## src/rtl/mem_access_unit_if.sv

```systemverilog
// Pipeline MEM-stage request/response bus plus the data-memory port of the load/store unit.
// The slave modport is the unit; the master modport is the pipeline/memory side.
interface mem_access_unit_if #(
  parameter int ADDR_W = 9
);
  logic              req_valid;
  logic              req_ready;
  logic              req_we;
  logic [1:0]        req_size;
  logic              req_signed;
  logic [31:0]       req_addr;
  logic [31:0]       req_wdata;
  logic              resp_valid;
  logic [31:0]       resp_rdata;
  logic              resp_fault;
  logic [ADDR_W-1:0] dm_a;
  logic [ADDR_W-1:0] dm_dpra;
  logic              dm_we;
  logic [31:0]       dm_d;
  logic [31:0]       dm_dpo;

  modport slave (
    input  req_valid, req_we, req_size, req_signed, req_addr, req_wdata, dm_dpo,
    output req_ready, resp_valid, resp_rdata, resp_fault, dm_a, dm_dpra, dm_we, dm_d
  );

  modport master (
    output req_valid, req_we, req_size, req_signed, req_addr, req_wdata, dm_dpo,
    input  req_ready, resp_valid, resp_rdata, resp_fault, dm_a, dm_dpra, dm_we, dm_d
  );
endinterface

```

## src/rtl/mem_access_unit.sv

```systemverilog
// Byte/half/word load-store sequencer over a word memory; loads/SW respond at T+2, SB/SH (RMW) at T+3, faults at T+1.
// One request in flight, req_ready only in IDLE; define MAU_RANGE_CHECK_EN to fault on addresses beyond the memory.
module mem_access_unit #(
  parameter int ADDR_W = 9
) (
  input  logic               clk,
  input  logic               rst_n,
  mem_access_unit_if.slave   bus
);

  typedef enum logic [2:0] {IDLE, LOAD, RMW_RD, WRITE, RESP} state_t;

  state_t            state_q, state_d;
  logic [ADDR_W-1:0] word_q, word_d;
  logic [1:0]        lane_q, lane_d;
  logic [1:0]        size_q, size_d;
  logic              sgn_q, sgn_d;
  logic [31:0]       wdata_q, wdata_d;
  logic [31:0]       rmw_q, rmw_d;
  logic [31:0]       rdata_q, rdata_d;
  logic              fault_q, fault_d;

  logic              acc_fault;
  logic              range_bad;
  logic [7:0]        ld_byte;
  logic [15:0]       ld_half;
  logic [31:0]       ld_val;
  logic [31:0]       wr_word;

  always_ff @(posedge clk or negedge rst_n) begin
    if (!rst_n) begin
      state_q <= IDLE;
      word_q  <= '0;
      lane_q  <= '0;
      size_q  <= '0;
      sgn_q   <= 1'b0;
      wdata_q <= '0;
      rmw_q   <= '0;
      rdata_q <= '0;
      fault_q <= 1'b0;
    end else begin
      state_q <= state_d;
      word_q  <= word_d;
      lane_q  <= lane_d;
      size_q  <= size_d;
      sgn_q   <= sgn_d;
      wdata_q <= wdata_d;
      rmw_q   <= rmw_d;
      rdata_q <= rdata_d;
      fault_q <= fault_d;
    end
  end

`ifdef MAU_RANGE_CHECK_EN
  assign range_bad = |bus.req_addr[31:ADDR_W+2];
`else
  assign range_bad = 1'b0;
`endif

  always_comb begin
    acc_fault = range_bad;
    case (bus.req_size)
      2'b01:   acc_fault = acc_fault | bus.req_addr[0];
      2'b10:   acc_fault = acc_fault | (bus.req_addr[1:0] != 2'b00);
      2'b11:   acc_fault = 1'b1;
      default: acc_fault = acc_fault;
    endcase
  end

  // Load lane extraction and extension work off the live async read data.
  always_comb begin
    ld_byte = bus.dm_dpo[8*lane_q +: 8];
    ld_half = lane_q[1] ? bus.dm_dpo[31:16] : bus.dm_dpo[15:0];
    case (size_q)
      2'b00:   ld_val = {{24{sgn_q & ld_byte[7]}}, ld_byte};
      2'b01:   ld_val = {{16{sgn_q & ld_half[15]}}, ld_half};
      default: ld_val = bus.dm_dpo;
    endcase
  end

  always_comb begin
    wr_word = rmw_q;
    case (size_q)
      2'b00:   wr_word[8*lane_q +: 8] = wdata_q[7:0];
      2'b01: begin
        if (lane_q[1]) wr_word[31:16] = wdata_q[15:0];
        else           wr_word[15:0]  = wdata_q[15:0];
      end
      default: wr_word = wdata_q;
    endcase
  end

  always_comb begin
    state_d = state_q;
    word_d  = word_q;
    lane_d  = lane_q;
    size_d  = size_q;
    sgn_d   = sgn_q;
    wdata_d = wdata_q;
    rmw_d   = rmw_q;
    rdata_d = rdata_q;
    fault_d = fault_q;
    case (state_q)
      IDLE: begin
        if (bus.req_valid) begin
          word_d  = bus.req_addr[ADDR_W+1:2];
          lane_d  = bus.req_addr[1:0];
          size_d  = bus.req_size;
          sgn_d   = bus.req_signed;
          wdata_d = bus.req_wdata;
          if (acc_fault) begin
            fault_d = 1'b1;
            rdata_d = '0;
            state_d = RESP;
          end else if (!bus.req_we) begin
            state_d = LOAD;
          end else if (bus.req_size == 2'b10) begin
            state_d = WRITE;
          end else begin
            state_d = RMW_RD;
          end
        end
      end
      LOAD: begin
        rdata_d = ld_val;
        fault_d = 1'b0;
        state_d = RESP;
      end
      RMW_RD: begin
        rmw_d   = bus.dm_dpo;
        state_d = WRITE;
      end
      WRITE: begin
        rdata_d = '0;
        fault_d = 1'b0;
        state_d = RESP;
      end
      RESP:    state_d = IDLE;
      default: state_d = IDLE;
    endcase
  end

  // Memory strobes decode from the state register only, so reset kills dm_we immediately.
  assign bus.req_ready  = (state_q == IDLE);
  assign bus.resp_valid = (state_q == RESP);
  assign bus.resp_rdata = rdata_q;
  assign bus.resp_fault = fault_q;
  assign bus.dm_we      = (state_q == WRITE);
  assign bus.dm_a       = (state_q == IDLE) ? '0 : word_q;
  assign bus.dm_dpra    = (state_q == IDLE) ? '0 : word_q;
  assign bus.dm_d       = (state_q == WRITE) ? wr_word : '0;

endmodule
```

## src/flat_wrapper.sv

```systemverilog
// flat-port wrapper written by rule: the top's interface ports become plain ports
module mem_access_unit_flat 
#(
  parameter int ADDR_W = 9
)
  (clk, rst_n, bus_req_valid, bus_req_we, bus_req_size, bus_req_signed, bus_req_addr, bus_req_wdata, bus_dm_dpo, bus_req_ready, bus_resp_valid, bus_resp_rdata, bus_resp_fault, bus_dm_a, bus_dm_dpra, bus_dm_we, bus_dm_d);
  mem_access_unit_if #(.ADDR_W(ADDR_W)) bus_i ();
  input  logic clk;
  input  logic rst_n;
  input wire logic [$bits(bus_i.req_valid)-1:0] bus_req_valid;
  input wire logic [$bits(bus_i.req_we)-1:0] bus_req_we;
  input wire logic [$bits(bus_i.req_size)-1:0] bus_req_size;
  input wire logic [$bits(bus_i.req_signed)-1:0] bus_req_signed;
  input wire logic [$bits(bus_i.req_addr)-1:0] bus_req_addr;
  input wire logic [$bits(bus_i.req_wdata)-1:0] bus_req_wdata;
  input wire logic [$bits(bus_i.dm_dpo)-1:0] bus_dm_dpo;
  output wire logic [$bits(bus_i.req_ready)-1:0] bus_req_ready;
  output wire logic [$bits(bus_i.resp_valid)-1:0] bus_resp_valid;
  output wire logic [$bits(bus_i.resp_rdata)-1:0] bus_resp_rdata;
  output wire logic [$bits(bus_i.resp_fault)-1:0] bus_resp_fault;
  output wire logic [$bits(bus_i.dm_a)-1:0] bus_dm_a;
  output wire logic [$bits(bus_i.dm_dpra)-1:0] bus_dm_dpra;
  output wire logic [$bits(bus_i.dm_we)-1:0] bus_dm_we;
  output wire logic [$bits(bus_i.dm_d)-1:0] bus_dm_d;
  assign bus_i.req_valid = bus_req_valid;
  assign bus_i.req_we = bus_req_we;
  assign bus_i.req_size = bus_req_size;
  assign bus_i.req_signed = bus_req_signed;
  assign bus_i.req_addr = bus_req_addr;
  assign bus_i.req_wdata = bus_req_wdata;
  assign bus_i.dm_dpo = bus_dm_dpo;
  assign bus_req_ready = bus_i.req_ready;
  assign bus_resp_valid = bus_i.resp_valid;
  assign bus_resp_rdata = bus_i.resp_rdata;
  assign bus_resp_fault = bus_i.resp_fault;
  assign bus_dm_a = bus_i.dm_a;
  assign bus_dm_dpra = bus_i.dm_dpra;
  assign bus_dm_we = bus_i.dm_we;
  assign bus_dm_d = bus_i.dm_d;
  mem_access_unit #(.ADDR_W(ADDR_W)) u_core (.clk(clk), .rst_n(rst_n), .bus(bus_i));
endmodule
```

## config.mk

```make
export PLATFORM = sky130hd
export DESIGN_NAME = mem_access_unit_flat
export DESIGN_NICKNAME = d
export VERILOG_FILES = /design/src/rtl/mem_access_unit_if.sv /design/src/rtl/mem_access_unit.sv /design/src/flat_wrapper.sv
export SDC_FILE = /design/constraint.sdc
export NUM_CORES = 1
export LEC_CHECK = 0
export ABC_AREA = 1
export CAP_MARGIN = 20
export CORE_MARGIN = 3
export CORE_UTILIZATION = 47
export DETAILED_ROUTE_END_ITERATION = 10
export DONT_BUFFER_PORTS = 1
export PLACE_DENSITY = 0.69
export SYNTH_ARGS = -nofsm -noshare
export SYNTH_HDL_FRONTEND = slang
export SYNTH_SLANG_ARGS = --single-unit
```

## constraint.sdc

```tcl
create_clock -name clk -period 5.1 [get_ports clk]
set_clock_uncertainty 0.1 [all_clocks]
set_input_delay 1.53 -clock clk [delete_from_list [all_inputs] [get_ports clk]]
set_output_delay 1.53 -clock clk [all_outputs]
set_load 0.01 [all_outputs]
```

* Yosys cells after proc, flatten, opt, wreduce, memory -nomap -nowiden
Cells that the tools add are included.
** Cells by class
- Add/sub/neg operators :: 1
- Eq/ne operators :: 10
- Shift-type cells :: 3
- Mux-type cells :: 20
- Bitwise operators :: 2
- Reduce and logical (&&, ||, !) cells :: 9
** Operators by type and width (count)
- one-hot mux 32 bit (2 select lines) :: 2
- two-way mux 32 bit :: 3
- one-hot mux 32 bit (3 select lines) :: 1
- two-way mux 16 bit :: 3
- negation 5 -> 34 bit :: 1
- variable shift 8 x 34 -> 32 bit (first input constant) :: 1
- indexed part select 8 x 34 -> 32 bit :: 1
- bitwise mux 32 bit :: 1
- indexed part select 32 x 6 -> 8 bit :: 1
- two-way mux 3 bit :: 3
- two-way mux 9 bit :: 1
- one-hot mux 3 bit (3 select lines) :: 1
- equality test 3 x 2 -> 1 bit (second input constant) :: 2
- AND reduction 3 bit :: 2
- equality test 2 x 1 -> 1 bit (second input constant) :: 2
- equality test 2 bit (second input constant) :: 2
- nonzero test 2 bit :: 2
- equality test 3 x 1 -> 1 bit (second input constant) :: 1
- equality test 3 bit (second input constant) :: 1
- logical NOT 3 bit :: 1
- two-way mux 1 bit :: 3
- one-hot mux 1 bit (3 select lines) :: 1
- nonzero test 3 bit :: 1
- AND 1 bit :: 2
- other kinds (6) :: 6
** Storage, ports and cells
- Register bits :: 114
- Bits of input ports :: 103
- Output and inout bits :: 86
- Word-level logic and storage cells :: 54

* Longest topological paths before layout
Gate-level depths: netlist of the first run.
- Depth after elaboration :: 6
- Gate-level depth with buffers :: 12
- Gate-level depth less buffers :: 9

* Least setup slack after synthesis of the first run
Ideal clock, no wire load.
- Kind :: register to output
- Start point :: register u_core.lane_q[0]
- End point :: output port bus_dm_d[16]
- Arrival :: 1.711 ns
- Setup slack :: 1.759 ns
- Cell stages (with the launch flop) :: 11
- Buffers on the path :: 1
- Cells stage by stage :: dfrtp_1 inv_2 ha_1 inv_2 buf_2 nand2_1 nor2_2 nand3_1 nand2_1 nand2_1 a21oi_1
** Between the ends
- Word-level cells in the longest chain between the ends :: 5
** Ends and longest elaborated chain
- from (decl) :: RTL line mem_access_unit.sv:15 : logic [1:0] lane_q, lane_d;
- from (signal assigned) :: RTL line mem_access_unit.sv:44 : lane_q <= lane_d;
- negation 5 -> 34 bit * :: RTL line mem_access_unit.sv:84 : 2'b00: wr_word[8*lane_q +: 8] = wdata_q[7:0];
- indexed part select 8 x 34 -> 32 bit / variable shift 8 x 34 -> 32 bit (equally long branches) :: RTL line mem_access_unit.sv:84
- bitwise mux 32 bit * :: RTL line mem_access_unit.sv:84
- one-hot mux 32 bit (2 select lines) * :: RTL line mem_access_unit.sv:83 : case (size_q)
- two-way mux 32 bit * :: RTL line mem_access_unit.sv:151 : assign bus.dm_d = (state_q == WRITE) ? wr_word : '0;
- to (decl) :: RTL line flat_wrapper.sv:24 : output wire logic [$bits(bus_i.dm_d)-1:0] bus_dm_d;
Every way passes the cells marked *; elsewhere a longest branch is shown, timed or not.

* Worst setup path after layout of the first run
- Start point :: register u_core.lane_q[1]
- End point :: output port bus_dm_d[9]
** Between the ends
- Word-level cells in the longest chain between the ends :: 5
** Ends and longest elaborated chain (RTL line)
- negation 5 -> 34 bit :: mem_access_unit.sv:84
- indexed part select 8 x 34 -> 32 bit / variable shift 8 x 34 -> 32 bit (equally long branches) :: mem_access_unit.sv:84
- bitwise mux 32 bit :: mem_access_unit.sv:84
- one-hot mux 32 bit (2 select lines) * :: mem_access_unit.sv:83
- two-way mux 32 bit * :: mem_access_unit.sv:151
Marks and branches as above.

==> flow_summary.ini, run 1 <==
[floorplanning]
fp.dieH_microns = 123
core_sq_um = 13300
start_util_pct = 48.4
io_pins = 189
row_count = 42
die_area_sq_um = 15100
fp.dieW_microns = 123

[drt]
drt_iter0_drc = 513
drt-total-wl_microns = 18500
num_vias = 5498
drt_pre_antenna_iters = 5
post_drt_wl_per_cell_microns = 18.7
top_layer_used = met4
dr_wl_met2_microns = 8110
post_drt_via_cell_ratio = 5.55
met1_length_microns = 8070
drc = 0
wl_met3_microns = 1960
antenna_left = 0

[clock_tree]
path_clk_slew_ns = 0.06
cts_made_buffers = 17
ctsResizeCount = 0
cts_tree = built
cts_buffer_depth = 2
hold_buffers = 0
htree_levels = 4
clkLatencyLatePin_ns = 0.42
clkSinkCount = 114
postCtsSetupBuffers = 0
root_buffer = clkbuf_16

[synthesis]
ys_seq_area_share_pct = 44.3
yosysWarnings = 0
ys_types = 31
synth_top_family_by_area = simple AND/OR/NAND/NOR gates
synth_mux_area_share_pct = 5.78
synth_nets = 939
syn_area_sq_um = 6430
ys_ff_latch = 114
synth_adder_area_share_pct = 0.973
synth_xor_area_share_pct = 0
synth_compound_gate_area_share_pct = 16.8
yosys.area_share.simple_pct = 22.4
synthCells = 831
avgSynthCellArea_sq_um = 7.74

[place]
gp_congestion = 0.892
placed_cell_area_sq_um = 6390
port_buffers = 0
post-place-ws_ns = 0.893
hpwlAfterDp_microns = 12800

[flow_run]
drv_cap = 0

[status]
outcome = finished, final reports clean

[setup_path]
cp_max_fo = 20
crit_buf_inv = 2
worstPathArrival_ns = 3.06
critPathCaptureType = primary output
critPathKind = reg -> out
crit_chain = inv_1 > ha_1 > inv_1 > nand3_1 > o22ai_1 > nand2_1 > a21oi_1
critPathRequiredTime_ns = 3.47
slowest_delay_ns = 0.76
crit_family = flip-flops
cpMaxStageDelayCell = dfrtp_1
critPathLaunchType = flip-flop
cpMostUsedCell = inv_1

[power_and_ir_drop]
peakVddDrop_mv = 0.362
p_leak_nw = 3.50
power.density_nw_per_um2 = 721

[global_route]
grt_pass1_vias = 5204
grt_pass1_wl_microns = 28500
gr-total-overflow = 0
antenna_found_initial = 0
groute.usage.overall_pct = 24.8
grt_max_degree = 115

[sta]
hold_viol_final = 0
worst_slack_ns = 0.412
setup_viol = 0
finalCritPeriodShare_pct = 91.9
holdWs_ns = 0.394
finalMaxSlewViolations = 0
worstMarginPinSlew_ns = 0.863
period_needed_ns = 4.69
rsz0062_at_grt = no
relSlewSlack_pct = 42.3
max_freq_mhz = 213
fin_tns_setup_ns = 0

[cells_and_area]
drive_gt1_share_pct = 12.2
final_cell_mix = nand2_1 (260), dfrtp_1 (114), a21oi_1 (97), inv_1 (78), o21ai_0 (67)
n_antenna_cell = 0
nets = 909
final_area_sq_um = 7050
mostFrequentLayoutCell = nand2_1
final_util_pct = 53.0
n_fill_cell = 1288
syn2layout_area_growth_pct = 9.63

[min_path]
hp-class = reg -> reg
[worst min-delay path, stage by stage (launching register included)]
cell,delay (ns)
dfrtp_1,0.35
nand2_1,0.05
o21ai_0,0.06
[final timing paths]
check	start	to	slack, ns	cells after the start
setup reg to reg	u_core.state_q[1]	u_core.wdata_q[18]	2.65	6
min in group asynchronous	rst_n	u_core.wdata_q[14]	0.71	0
setup / recovery	u_core.lane_q[1]	bus_dm_d[9]	0.41	7
hold reg to reg	u_core.rmw_q[28]	u_core.rmw_q[28]	0.39	2
hold / removal	u_core.rmw_q[28]	u_core.rmw_q[28]	0.39	2
max in group asynchronous	rst_n	u_core.rmw_q[18]	4.06	0
[sequential cells by signal, indices dropped and copies added (netlist names)]
register / flops
u_core.sgn_q: 1
u_core.lane_q: 2
u_core.word_q: 9
u_core.bus.resp_fault: 1
u_core.rmw_q: 32
u_core.size_q: 2
u_core.wdata_q: 32
u_core.bus.resp_rdata: 32
u_core.state_q: 3
[cell type report]
cell class / instances / area (sq um) / area share (%)
tap: 176 / 220 / 3.12
timing repair buffer: 6 / 65.1 / 0.923
sequential: 114 / 2850 / 40.5
clock buffer: 21 / 460 / 6.53
inverter: 83 / 314 / 4.45
clock inverter: 11 / 178 / 2.52
multi-input combinational: 579 / 2960 / 42.0
[cell usage after synthesis, drive strengths merged]
cell / n / area [sq um]
a22oi: 14 / 105
o211ai: 7 / 52.6
ha: 5 / 62.6
nor4: 1 / 21.3
a21oi: 97 / 485
nor2: 33 / 151
mux2: 33 / 372
o22ai: 16 / 100
nand3: 26 / 148
inv: 83 / 314
buf: 35 / 231
nor3: 1 / 5.00
nand2: 277 / 1110
dfrtp: 114 / 2850
nand3b: 1 / 7.51
o21ai: 68 / 340
clkbuf: 20 / 75.1
[where the power goes]
part           switching, W  leakage (nW)  internal, W  total (W)
Combinational       0.00136          1.79     0.000720    0.00209
Sequential         0.000422          1.41      0.00129    0.00171
Clock              0.000438         0.300     0.000846    0.00128
Total               0.00222          3.50      0.00286    0.00508
[cells by family after synthesis]
| group | Yosys count |
|---|---|
| buf+inv | 138 |
| simple gates | 339 |
| flops | 114 |
| compound gates | 202 |
| fa+ha+maj | 5 |
| mux | 33 |
[layer usage]
layer  track usage (%)  vias to the layer above
met5                 0                        -
met2              35.8                      261
met3              10.2                       28
met4              7.40                        0
met1              34.4                     2577
li1                  -                     2632
[stage by stage]
stage / cells / total power [W]
6_report: 990 / 0.00508
5_1_grt: 990 / 0.00545
4_1_cts: 989 / 0.00504
3_5_place_dp: 957 / 0.00374
3_3_place_gp: 957 / 0.00369
2_1_floorplan: 831 / 0.00338
(Power assumes the default switching activity.)
==> run 2, diff against run 1 <==
- CTS_CLUSTER_DIAMETER: unset -> 100
==> results of run 2 <==
Same layout as run 1: the final DEF is identical, and so are final timing and power.
==> run 3, diff against run 2 <==
- SETUP_SLACK_MARGIN: unset -> 0.02
==> results of run 3 <==
Same layout as run 1: the final DEF is identical, and so are final timing and power.
